**src/rtl/multicycle_ctrl.sv**
```systemverilog
// Multicycle RISC-V control FSM: sequences fetch/decode/execute and drives datapath selects and enables.
// Latency: lw 5, sw 4, R/I 4, beq 3, jal 4, illegal 2 cycles with mem_ready held high.
// Backpressure: FETCH, MEMREAD and MEMWRITE stall while mem_ready is low; every other state advances each cycle.
// Ports:
//   clk, rst                      clock and asynchronous active-high reset
//   op[6:0], zero, mem_ready      opcode, ALU zero flag, memory handshake
//   pc_write, ir_write, mem_write, reg_write, illegal        enables / pulses
//   adr_src, result_src, alu_src_a, alu_src_b, imm_src, alu_op datapath selects
module multicycle_ctrl (
   input  logic       clk,
   input  logic       rst,
   input  logic [6:0] op,
   input  logic       zero,
   input  logic       mem_ready,
   output logic       pc_write,
   output logic       adr_src,
   output logic       mem_write,
   output logic       ir_write,
   output logic [1:0] result_src,
   output logic [1:0] alu_src_a,
   output logic [1:0] alu_src_b,
   output logic [1:0] imm_src,
   output logic       reg_write,
   output logic [1:0] alu_op,
   output logic       illegal
);

   typedef enum logic [3:0] {
      FETCH    = 4'd0,
      DECODE   = 4'd1,
      MEMADR   = 4'd2,
      MEMREAD  = 4'd3,
      MEMWB    = 4'd4,
      MEMWRITE = 4'd5,
      EXECUTER = 4'd6,
      EXECUTEI = 4'd7,
      ALUWB    = 4'd8,
      BEQ      = 4'd9,
      JAL      = 4'd10
   } state_t;

   localparam logic [6:0] OpLw   = 7'd3;
   localparam logic [6:0] OpSw   = 7'd35;
   localparam logic [6:0] OpRtyp = 7'd51;
   localparam logic [6:0] OpItyp = 7'd19;
   localparam logic [6:0] OpBeq  = 7'd99;
   localparam logic [6:0] OpJal  = 7'd111;

   state_t state, stateNext;

   // Unstrobed enables from the state decode; gated by rst below.
   logic pcWriteRaw, memWriteRaw, irWriteRaw, regWriteRaw, illegalRaw;

   always_ff @(posedge clk or posedge rst) begin
      if (rst) state <= FETCH;
      else     state <= stateNext;
   end

   always_comb begin
      stateNext   = state;
      pcWriteRaw  = 1'b0;
      memWriteRaw = 1'b0;
      irWriteRaw  = 1'b0;
      regWriteRaw = 1'b0;
      illegalRaw  = 1'b0;
      adr_src     = 1'b0;
      result_src  = 2'b00;
      alu_src_a   = 2'b00;
      alu_src_b   = 2'b00;
      alu_op      = 2'b00;

      case (state)
         FETCH: begin
            alu_src_b  = 2'b10;
            result_src = 2'b10;
            irWriteRaw = mem_ready;
            pcWriteRaw = mem_ready;
            if (mem_ready) stateNext = DECODE;
         end
         DECODE: begin
            // Precompute the branch/jump target into ALUOut.
            alu_src_a = 2'b01;
            alu_src_b = 2'b01;
            case (op)
               OpLw, OpSw: stateNext = MEMADR;
               OpRtyp:     stateNext = EXECUTER;
               OpItyp:     stateNext = EXECUTEI;
               OpBeq:      stateNext = BEQ;
               OpJal:      stateNext = JAL;
               default: begin
                  stateNext  = FETCH;
                  illegalRaw = 1'b1;
               end
            endcase
         end
         MEMADR: begin
            alu_src_a = 2'b10;
            alu_src_b = 2'b01;
            stateNext = (op == OpLw) ? MEMREAD : MEMWRITE;
         end
         MEMREAD: begin
            adr_src = 1'b1;
            if (mem_ready) stateNext = MEMWB;
         end
         MEMWB: begin
            result_src  = 2'b01;
            regWriteRaw = 1'b1;
            stateNext   = FETCH;
         end
         MEMWRITE: begin
            // Strobe stays up through the cycle memory accepts the write.
            adr_src     = 1'b1;
            memWriteRaw = 1'b1;
            if (mem_ready) stateNext = FETCH;
         end
         EXECUTER: begin
            alu_src_a = 2'b10;
            alu_op    = 2'b10;
            stateNext = ALUWB;
         end
         EXECUTEI: begin
            alu_src_a = 2'b10;
            alu_src_b = 2'b01;
            alu_op    = 2'b10;
            stateNext = ALUWB;
         end
         ALUWB: begin
            regWriteRaw = 1'b1;
            stateNext   = FETCH;
         end
         BEQ: begin
            alu_src_a  = 2'b10;
            alu_op     = 2'b01;
            pcWriteRaw = zero;
            stateNext  = FETCH;
         end
         JAL: begin
            // PC <= target held in ALUOut while the ALU forms old PC + 4 for rd.
            alu_src_a  = 2'b01;
            alu_src_b  = 2'b10;
            pcWriteRaw = 1'b1;
            stateNext  = ALUWB;
         end
         default: stateNext = FETCH;
      endcase
   end

   // State is already FETCH while rst is high, but FETCH's enables follow
   // mem_ready, so all strobes are forced low for the whole reset interval.
   always_comb begin
      pc_write  = pcWriteRaw  & ~rst;
      ir_write  = irWriteRaw  & ~rst;
      mem_write = memWriteRaw & ~rst;
      reg_write = regWriteRaw & ~rst;
      illegal   = illegalRaw  & ~rst;
   end

   always_comb begin
      case (op)
         OpSw:    imm_src = 2'b01;
         OpBeq:   imm_src = 2'b10;
         OpJal:   imm_src = 2'b11;
         default: imm_src = 2'b00;
      endcase
   end

endmodule

```
**config.mk**
```make
export PLATFORM = sky130hd
export DESIGN_NAME = multicycle_ctrl
export DESIGN_NICKNAME = d
export VERILOG_FILES = /design/src/rtl/multicycle_ctrl.sv
export SDC_FILE = /design/constraint.sdc
export NUM_CORES = 1
export LEC_CHECK = 0
export ABC_AREA = 1
export CAP_MARGIN = 10
export CORE_MARGIN = 2
export CORE_UTILIZATION = 25
export DETAILED_ROUTE_END_ITERATION = 12
export DONT_BUFFER_PORTS = 1
export SLEW_MARGIN = 20
export SYNTH_ARGS = -nofsm -noshare
export SYNTH_HDL_FRONTEND = slang
export SYNTH_SLANG_ARGS = --single-unit
```
**constraint.sdc**
```tcl
create_clock -name clk -period 2.2 [get_ports clk]
set_clock_uncertainty 0.2 [all_clocks]
set_input_delay 0.22 -clock clk [delete_from_list [all_inputs] [get_ports clk]]
set_output_delay 0.22 -clock clk [all_outputs]
set_load 0.03 [all_outputs]
```
==> run metrics, run 1 <==
run status completed; Area growth syn-to-layout 24.0%; element type at the critical path start flip-flop; count of antenna-violating nets left after detailed routing 0; peak clock frequency supported by timing 536 MHz; DR DRC count 0; sequential area share after synthesis 20.2%; final count of pins violating max slew 0; clock tree from TritonCTS yes; proportion of layout cells with a drive suffix above 1 23.1%; Sinks on Clock Net 4; die width just under 50 um; time the final worst path needs with I/O delays and setup 1.87 ns; Starting Density between 20% and 30%; vias in the first global route 570; num rows 16; number of standard cells after synthesis 93; source-to-sink clock delay at the later pin of the worst-skew pair 0.23 ns; global-route congestion overflow total 0; RR Endpoint state[0]; maximum number of pins on one net before global-route repair 7; Wirelength per Cell 9.44 um; Pwr Density 916 nW/um^2; net count after synthesis between 100 and 150; post-CTS repair timing setup buffer count 0; core area 1920 um^2; worst hold path class in -> reg; crit share post-route a little over four fifths; number of flip-flops and latches in the synthesized netlist 4; Placer Congestion 0.837; number of antenna violations at the first check in global routing 0; Regs by FF count state: 4 flops; final number of setup-violating endpoints 0; number of distinct library cell variants in the gate-level netlist after synthesis 18; overall via count from detail_route 583; worst IR drop on VDD 0.308 mV; worst setup path startpoint state[3]; final-layout setup total negative slack 0 ns; placed cells 127; slack of the worst reg-to-reg path 0.74 ns; leak pwr roughly 0.37 nW; Avg Synthesized Cell Area 5.33 um^2; WP data arrival between 1 and 1.5 ns; Reg with most FFs state; Largest register FFs 4; classification of the worst setup path reg -> out; highest net fanout along the worst path 5; global-route total usage across every layer 11.9%; max-cap viol count 0; count of port buffers added during placement 0; setup repair after global routing missed its margin no; overall die area around 2400 um^2; transition time at the pin with the least slew margin about 0.56 ns; final core utilization 32.0%; yosys warns 0; Critical Path Sink alu_src_b[0]; Relative slew margins between 60% and 70%; required arrival time at the worst endpoint 1.78 ns; vias per cell 4.45; CP endpoint kind output pin; Die Height 48.5 um; clock slew seen by the registers of the worst setup and hold paths 0.04 ns; final net count around 120; final wirelength 1240 um; number of endpoints with negative hold slack in the final report 0; Ports 27; buffer cell driving the clock tree root clkbuf_4; Antenna Cells 0; wire length of the first global-routing pass between 2000 and 2500 um; count of placed standard cells in the final layout, fillers left out 131; final total power 562 uW; number of search-and-repair iterations in the first detailed-routing pass 4; Synth Cell Area 495 um^2; startpoint of the most critical register-to-register path state[3]; HPWL reported at the end of detailed placement 1060 um; r2r worst-path depth 6; count of H-tree levels built during CTS 1; Num CTS Buffers 3; 1st-iter DRT viols 11; Max clock buf depth 2
[worst min path at each step]
stage | start | slack [ns] | depth (start not counted) | endpoint
2_1_floorplan | rst | -0.21 | 1 | state[0]
3_3_place_gp | rst | -0.18 | 1 | state[0]
3_5_place_dp | rst | -0.18 | 1 | state[0]
4_1_cts | op[4] | 0.02 | 3 | state[1]
6_report | op[4] | 0.02 | 3 | state[1]
5_1_grt | op[4] | 0.04 | 3 | state[1]
[timing repair]
| item | CTS | global route |
|---|---|---|
| resized for setup | 0 | 0 |
| hold endpoints to repair | 4 | 0 |
| hold buffers | 1 | 0 |
[synthesized netlist by cell type]
cell type	number	area [um^2]
nand2_1	27	101
inv_1	15	56.3
nor2_1	12	45.0
nand3_1	10	50.1
nor2_2	5	31.3
dfrtp_1	4	100
inv_2	4	15.0
nand2_2	4	25.0
nor3_1	3	15.0
a211oi_1	1	7.51
a21oi_1	1	5.00
and3_1	1	6.26
clkinv_1	1	3.75
nand3_2	1	10.0
nand4_1	1	6.26
o21ai_0	1	5.00
o21ai_1	1	5.00
o31ai_1	1	7.51
[critical path, stage by stage (launching register included)]
cell and delay (ns):
dfrtp_1 0.41, nor2_2 0.23, inv_1 0.08, nor2_2 0.16, nor2_1 0.07, o31ai_1 0.07, buf_4 0.20
[layer usage]
layer / up-vias / routed length, um / global-route usage, %
met2: 15 / 629 / 21.8
met3: 0 / 99 / 4.94
li1: 313 / - / -
met4: 0 / 0 / 6.19
met1: 255 / 506 / 11.3
met5: - / 0 / 0
[where the power goes]
group | switching (mW) | internal, mW
clock | 0.0269 | 0.0608
sequential | 0.0186 | 0.0870
combinational | 0.271 | 0.0978
[layout make-up]
class | count | area, um^2
timing repair buffer | 8 | 62.6
clock buffer | 3 | 22.5
multi-input combinational | 69 | 320
sequential | 4 | 100
inverter | 20 | 75.1
fill | 239 | 1310
tap | 27 | 33.8
[cells by family (layout without fill, tap and decap cells)]
| kind of cell | Yosys count | after routing | synth area share, % |
|---|---|---|---|
| and+or+nand+nor | 64 | 64 | 58.6 |
| buffers and inverters | 20 | 31 | 15.1 |
| AOI/OAI and AO/OA | 5 | 5 | 6.06 |
| DFF | 4 | 4 | 20.2 |
[cell usage in the layout (no fill, tap or decap), drive strengths merged]
master        n
a211oi        1
nand4         1
nor3          3
nand3        11
dfrtp         4
nand2        31
o31ai         1
dlygate4sd3   1
buf           7
nor2         17
and3          1
inv          19
o21ai         2
clkbuf        3
clkinv        1
a21oi         1
[per-stage QoR]
| step | cell area (um^2) | hold slack [ns] | setup slack, ns |
|---|---|---|---|
| after global placement | 582 | -0.184 | 0.580 |
| final | 614 | 0.0214 | 0.334 |
| after detailed placement | 582 | -0.182 | 0.583 |
| after global routing | 614 | 0.0364 | 0.165 |
| after CTS | 614 | 0.0201 | 0.330 |
| after floorplan | 495 | -0.206 | 0.335 |
No activity file was read; power rests on OpenSTA's default activity.
==> run 2: changes to the inputs <==
==> constraint.sdc (replaced) <==
create_clock -name clk -period 1.7 [get_ports clk]
set_clock_uncertainty 0.2 [all_clocks]
set_input_delay 0.17 -clock clk [delete_from_list [all_inputs] [get_ports clk]]
set_output_delay 0.17 -clock clk [all_outputs]
set_load 0.03 [all_outputs]
==> run 2 against run 1 <==
Effect of this change: the run now ends with setup timing left; combinational power is 93% higher; global-route usage rose by 0.78 points; register-to-register slack worse by 0.65 ns; via count up 15%; highest routed layer is now met4; non-clock buffer count rose by 14; largest power group unchanged; worst setup slack got worse by 0.36 ns; sequential share of layout area fell by 3.7 points; final cell count is 11% higher; sequential cell count is the same; core utilization is 10 points higher; die area unchanged; clock power rose by 31%; largest cell class unchanged.
==> run metrics, run 2 (synthesis results as in run 1) <==
routed wire length on met3 71 um (-28%); worst hold path class in -> reg; number of endpoints with negative hold slack in the final report 0 (unchanged); HPWL reported at the end of detailed placement 1080 um (+1.9%); post-route standard cell area excluding fillers 815 um^2 (+33%); overall die area 2350 um^2 (unchanged); vias per cell 4.61 (+3.7%); crit share post-route 102%; core area 1920 um^2 (unchanged); Num CTS Buffers 3 (unchanged); run status complete, but fails checks; max-cap viol count 0 (unchanged); number of search-and-repair iterations in the first detailed-routing pass 4 (unchanged); Min-Delay Startpoint mem_ready; total placed instance area 624 um^2 (+7.3%); proportion of layout cells with a drive suffix above 1 46.6% (+24 points); time the final worst path needs with I/O delays and setup around 1.7 ns; count of H-tree levels built during CTS 1 (unchanged); classification of the worst setup path reg -> out; placed cells 130 (+2.4%); number of antenna violations at the first check in global routing 0 (unchanged); Regs by FF count state: 4 flops; final core utilization 42.4% (+10 points); final-layout setup total negative slack -0.100 ns (-0.100 ns); CP endpoint kind output pin; setup repair after global routing missed its margin yes; die width 48.5 um (unchanged); Ports 27 (unchanged); Die Height 48.5 um (unchanged); clock slew seen by the registers of the worst setup and hold paths 0.04 ns (about the same); clock tree from TritonCTS yes; buffer cell driving the clock tree root clkbuf_4; WP data arrival 1.36 ns (-0.09 ns); num rows 16 (unchanged); transition time at the pin with the least slew margin 0.320 ns (-0.237 ns); Largest register FFs 4 (unchanged); Wirelength per Cell 10.3 um (+9.2%); Reg with most FFs state; filler instances 212 (-11%); maximum number of pins on one net before global-route repair 7 (unchanged); overall via count from detail_route 669 (+15%); Pwr Density 1180 nW/um^2 (+29%); global-route total usage across every layer 12.7% (+0.78 points); smallest setup slack after layout -0.0302 ns (-0.365 ns); Starting Density 25.8% (unchanged); Sinks on Clock Net 4 (unchanged); count of placed standard cells in the final layout, fillers left out 145 (+11%); Placer Congestion 0.886 (+5.8%); routed length on met1 567 um (+12%); 1st-iter DRT viols 14 (+3); wire length of the first global-routing pass 2390 um (+7.1%); startpoint of the most critical register-to-register path state[1]; Area growth syn-to-layout 64.4%; vias in the first global route 623 (+9.3%); detailed route wirelength on metal2 829 um (+32%); final number of setup-violating endpoints 6 (+6); highest net fanout along the worst path 3 (-2); worst setup path startpoint state[2]; most used cells in the layout excluding fill and tap cells 23 x nand2_1, 18 x buf_4, 11 x inv_1; source-to-sink clock delay at the later pin of the worst-skew pair 0.23 ns (about the same); global-route congestion overflow total 0 (unchanged); element type at the critical path start flip-flop; Relative slew margins 78.6% (+16 points); Top Layer Used met4; Max clock buf depth 2 (unchanged); DR DRC count 0 (unchanged); count of antenna-violating nets left after detailed routing 0 (unchanged); peak clock frequency supported by timing 578 MHz; final wirelength 1490 um (+21%); required arrival time at the worst endpoint 1.33 ns (-0.45 ns); final net count 131 (+12%); Antenna Cells 0 (unchanged); final count of pins violating max slew 0 (unchanged); most frequent standard cell in the layout excluding fill and tap cells nand2_1; violations in the final reports setup timing; worst IR drop on VDD 0.383 mV (+24%); leak pwr 0.448 nW (+22%); count of port buffers added during placement 0 (unchanged)
[run 2: cell types whose count changed in the layout (fill, tap and decap cells not counted), moves of 2 or more]
cell     change
nor2_4       +4
nand2_4      +3
inv_2        +3
buf_4       +11
nand2_1      -4
inv_1        -4
nor2_1       -4
dfrtp_2      +2
dfrtp_1      -2
[run 2: timing repair]
item                                   CTS  global route
buffers inserted                         8             2
hold buffers                             2             0
setup endpoints to repair                6             7
gates resized for setup                 19             5
pin swaps                                9             2
endpoints found under the hold margin    5             0
[run 2: report_power, final]
| part | internal (mW) | total (mW) | switching [mW] |
|---|---|---|---|
| sequential | 0.113 | 0.135 | 0.0222 |
| clock | 0.0788 | 0.115 | 0.0362 |
| combinational | 0.271 | 0.711 | 0.441 |
| total | 0.462 | 0.962 | 0.499 |
[run 2: worst paths after layout]
kind                            slack (ns)  cells past startpoint       end
worst min-delay path                  0.04                      3  state[1]
worst max-delay path                 -0.03                      8  pc_write
worst max register to register        0.09                      8  state[0]
worst min register to register        0.39                      2  state[2]
max in group asynchronous             1.04                      2  state[3]
min in group asynchronous             0.08                      2  state[1]
[run 2: stage by stage]
step	hold slack, ns	setup WS (ns)	total power, mW
after floorplan	-0.256	-0.0903	0.530
after global placement	-0.234	0.125	0.625
after detailed placement	-0.231	0.118	0.631
after CTS	0.0405	-0.0418	0.921
after global routing	0.0792	-0.145	1.02
final	0.0442	-0.0302	0.962
[run 2: area by class of cell]
type / count / area (um^2) / share of cell area, %
Multi-Input combinational cell: 69 / 389 / 47.8
Timing Repair Buffer: 22 / 186 / 22.9
Sequential cell: 4 / 103 / 12.6
Inverter: 20 / 80.1 / 9.83
Tap cell: 27 / 33.8 / 4.15
Clock buffer: 3 / 22.5 / 2.76
[run 2: worst max-delay path, cell delays in order, from the launching register on]
cell and delay, ns:
dfrtp_1 0.42, inv_2 0.11, nand2_2 0.07, nor2_4 0.13
inv_2 0.07, o21ai_2 0.05, a21oi_1 0.05, nor2_2 0.09
buf_6 0.13
[run 2: per-layer routing]
metal	vias up	global-route usage, %
met4	0	6.67
li1	342	-
met3	4	4.01
met2	14	24.5
met1	309	11.6
met5	-	0
==> run 3: changes to the inputs <==
--- a/config.mk
+++ b/config.mk
@@ -5,8 +5,8 @@
 export SDC_FILE = /design/constraint.sdc
 export NUM_CORES = 1
 export LEC_CHECK = 0
-export ABC_AREA = 1
 export CAP_MARGIN = 10
+export CORE_ASPECT_RATIO = 0.8
 export CORE_MARGIN = 2
 export CORE_UTILIZATION = 25
 export DETAILED_ROUTE_END_ITERATION = 12
==> run 3 against run 2 <==
Effect of this change: the run still ends with setup timing left; die area rose by 7.5%; non-clock buffer count rose by 10; via count rose by 8.5%; fmax fell by 9.3%; synthesized cell count fell by 15%.
==> run metrics, run 3 <==
portion of synthesized cell area occupied by the leading cell type 18.7% (-1.8 points); Gate power share 46.8% (-27 points); vias per cell 5.42 (+17%); source-to-sink clock delay at the later pin of the worst-skew pair 0.24 ns (about the same); setup repair after global routing missed its margin yes; number of antenna violations at the first check in global routing 0 (unchanged); worst IR drop on VDD 0.379 mV (-1.1%); clock slew seen by the registers of the worst setup and hold paths 0.04 ns (about the same); Sinks on Clock Net 4 (unchanged); run status complete, but fails checks; highest net fanout along the worst path 4 (+1); final wirelength 2030 um (+36%); 1st-iter DRT viols 28 (+14); vias in the first global route 738 (+18%); Die Height 45.4 um (-6.4%); Synth Cell Area 536 um^2 (+8.1%); time the final worst path needs with I/O delays and setup 1.91 ns (+0.177 ns); Seq pwr share 25.3% (+11 points); final-layout setup total negative slack -1.45 ns (-1.35 ns); Antenna Cells 0 (unchanged); smallest setup slack after layout -0.207 ns (-0.177 ns); number of flip-flops and latches in the synthesized netlist 4 (unchanged); transition time at the pin with the least slew margin 0.346 ns (+0.0259 ns); Relative slew margins 76.9% (-1.7 points); synth top area cells dfrtp_1 19%, nor2_1 8.4%, nor3_1 6.5%; most used cells in the layout excluding fill and tap cells 18 x buf_4, 10 x nor2_1, 7 x buf_6; Ports 27 (unchanged); share of async-settable or async-resettable flops after synthesis 100% (unchanged); DR DRC count 0 (unchanged); Starting Density 27.5% (+1.8 points); internal power 267 uW (-42%); Num CTS Buffers 3 (unchanged); final number of setup-violating endpoints 13 (+7); net count after synthesis 90 (-13%); most frequent standard cell in the layout excluding fill and tap cells buf_4; post-synth top area cell dfrtp_1; Max clock buf depth 2 (unchanged); number of endpoints with negative hold slack in the final report 0 (unchanged); number of distinct library cell variants in the gate-level netlist after synthesis 33 (+15); proportion of power drawn by the clock network 27.9% (+16 points); predominant post-synthesis flop cell dfrtp_1; Regs by FF count state: 4 flops; max-cap viol count 0 (unchanged); count of port buffers added during placement 0 (unchanged); WP data arrival 1.54 ns (+0.18 ns); sequential area share after synthesis 18.7% (-1.5 points); commonest cells in the synthesized netlist 12 x nor2_1, 7 x nor3_1, 5 x a21oi_1, 5 x nand2b_1; Wirelength per Cell 15.1 um (+47%); EDFF count, synth 0 (unchanged); global-route total usage across every layer 15.5% (+2.9 points); violations in the final reports setup timing; classification of the worst setup path reg -> out; final count of pins violating max slew 0 (unchanged); Reg with most FFs state; Pwr Density 443 nW/um^2 (-62%); buffer cell driving the clock tree root clkbuf_4; maximum number of pins on one net before global-route repair 13 (+6); Avg Synthesized Cell Area 6.78 um^2 (+27%); leak pwr 0.398 nW (-11%); yosys warns 0 (unchanged); proportion of layout cells with a drive suffix above 1 42.7% (-3.9 points); count of antenna-violating nets left after detailed routing 0 (unchanged); die width 55.7 um (+15%); overall via count from detail_route 726 (+8.5%); CP endpoint kind output pin; wire length of the first global-routing pass 3060 um (+28%); clock tree from TritonCTS yes; core area 1940 um^2 (+1.2%); worst hold slack after final layout 0.0421 ns (-0.00210 ns); num rows 14 (-2); Placer Congestion 0.827 (-6.6%); peak clock frequency supported by timing 524 MHz (-9.3%); most repeated cell in the gate-level netlist after synthesis nor2_1; required arrival time at the worst endpoint 1.33 ns (about the same); final net count 123 (-6.1%); number of search-and-repair iterations in the first detailed-routing pass 4 (unchanged); worst hold path class in -> reg; Area growth syn-to-layout 77.3%; switching power of the nets 154 uW (-69%); crit share post-route 112% (+10 points); overall die area 2530 um^2 (+7.5%); element type at the critical path start flip-flop; switching power as a share of total power 36.5% (-15 points); Largest register FFs 4 (unchanged); global-route congestion overflow total 0 (unchanged); count of H-tree levels built during CTS 1 (unchanged); number of standard cells after synthesis 79 (-15%)
[run 3: cell count changes after synthesis, sizes merged, moves of 4 or more]
cell	before	now
inv	19	2
nor3	3	7
nand3	11	3
nand2b	0	5
clkbuf	0	4
nand2	31	3
a21oi	1	5
nor2	17	12
[run 3: final timing paths]
kind | startpoint | to | slack [ns] | cells after the start
hold / removal | op[6] | state[1] | 0.04 | 3
setup reg to reg | state[0] | state[1] | -0.09 | 4
hold reg to reg | state[3] | state[0] | 0.40 | 2
min in group asynchronous | rst | state[3] | 0.07 | 2
max in group asynchronous | rst | state[0] | 1.06 | 2
setup / recovery | state[1] | pc_write | -0.21 | 5
[run 3: stage by stage]
| step | cell area (um^2) | setup WS (ns) | total power, mW | instances | util (%) |
|---|---|---|---|---|---|
| floorplan | 553 | -0.152 | 0.215 | 79 | - |
| global placement | 733 | 0.0227 | 0.258 | 121 | 37.7 |
| detailed placement | 733 | 0.0182 | 0.261 | 121 | 37.7 |
| CTS | 888 | -0.185 | 0.412 | 132 | 45.7 |
| global route | 950 | -0.295 | 0.447 | 134 | 48.8 |
| finish | 950 | -0.207 | 0.421 | 134 | 48.8 |
[run 3: timing repair]
| item | CTS | global route |
|---|---|---|
| hold endpoints to repair | 6 | 1 |
| gates resized for setup | 16 | 11 |
| cloned | 0 | 0 |
| setup buffers | 3 | 2 |
| pin swaps | 7 | 5 |
| setup endpoints to repair | 12 | 17 |
| hold buffers | 5 | 1 |
[run 3: routing by layer]
metal | global-route usage (%) | wire (um) | up-vias
met5 | 0 | 0 | -
met4 | 5.37 | 14 | 0
met3 | 4.83 | 126 | 2
met2 | 30.7 | 1090 | 31
met1 | 15.9 | 791 | 346
li1 | - | - | 347
[run 3: final cells by class]
cell class | instances | area [um^2]
clock buffer | 3 | 22.5
fill | 188 | 995
inverter | 3 | 11.3
multi-input combinational | 68 | 490
sequential | 4 | 101
tap | 24 | 30.0
timing repair buffer | 32 | 294
[run 3: power by group through the flow]
stage               Clock (mW)  Sequential [mW]  Combinational, mW
CTS                      0.122            0.105              0.184
finish                   0.118            0.106              0.197
floorplan                    0            0.104              0.111
detailed placement           0            0.106              0.155
global route             0.131            0.107              0.209
global placement             0            0.106              0.152
[run 3: critical path, stage by stage, from the launching register on]
cell,delay (ns)
dfrtp_1,0.39
or3b_1,0.39
a21oi_2,0.15
a31oi_1,0.08
nor3_2,0.11
buf_4,0.17
[run 3: logic make-up after synthesis]
group,synth area share (%)
AO/OA/AOI/OAI,23.1
XOR/XNOR,4.91
buffers and inverters,4.90
flip-flops,18.7
multiplexers,1.87
AND/OR/NAND/NOR,46.5
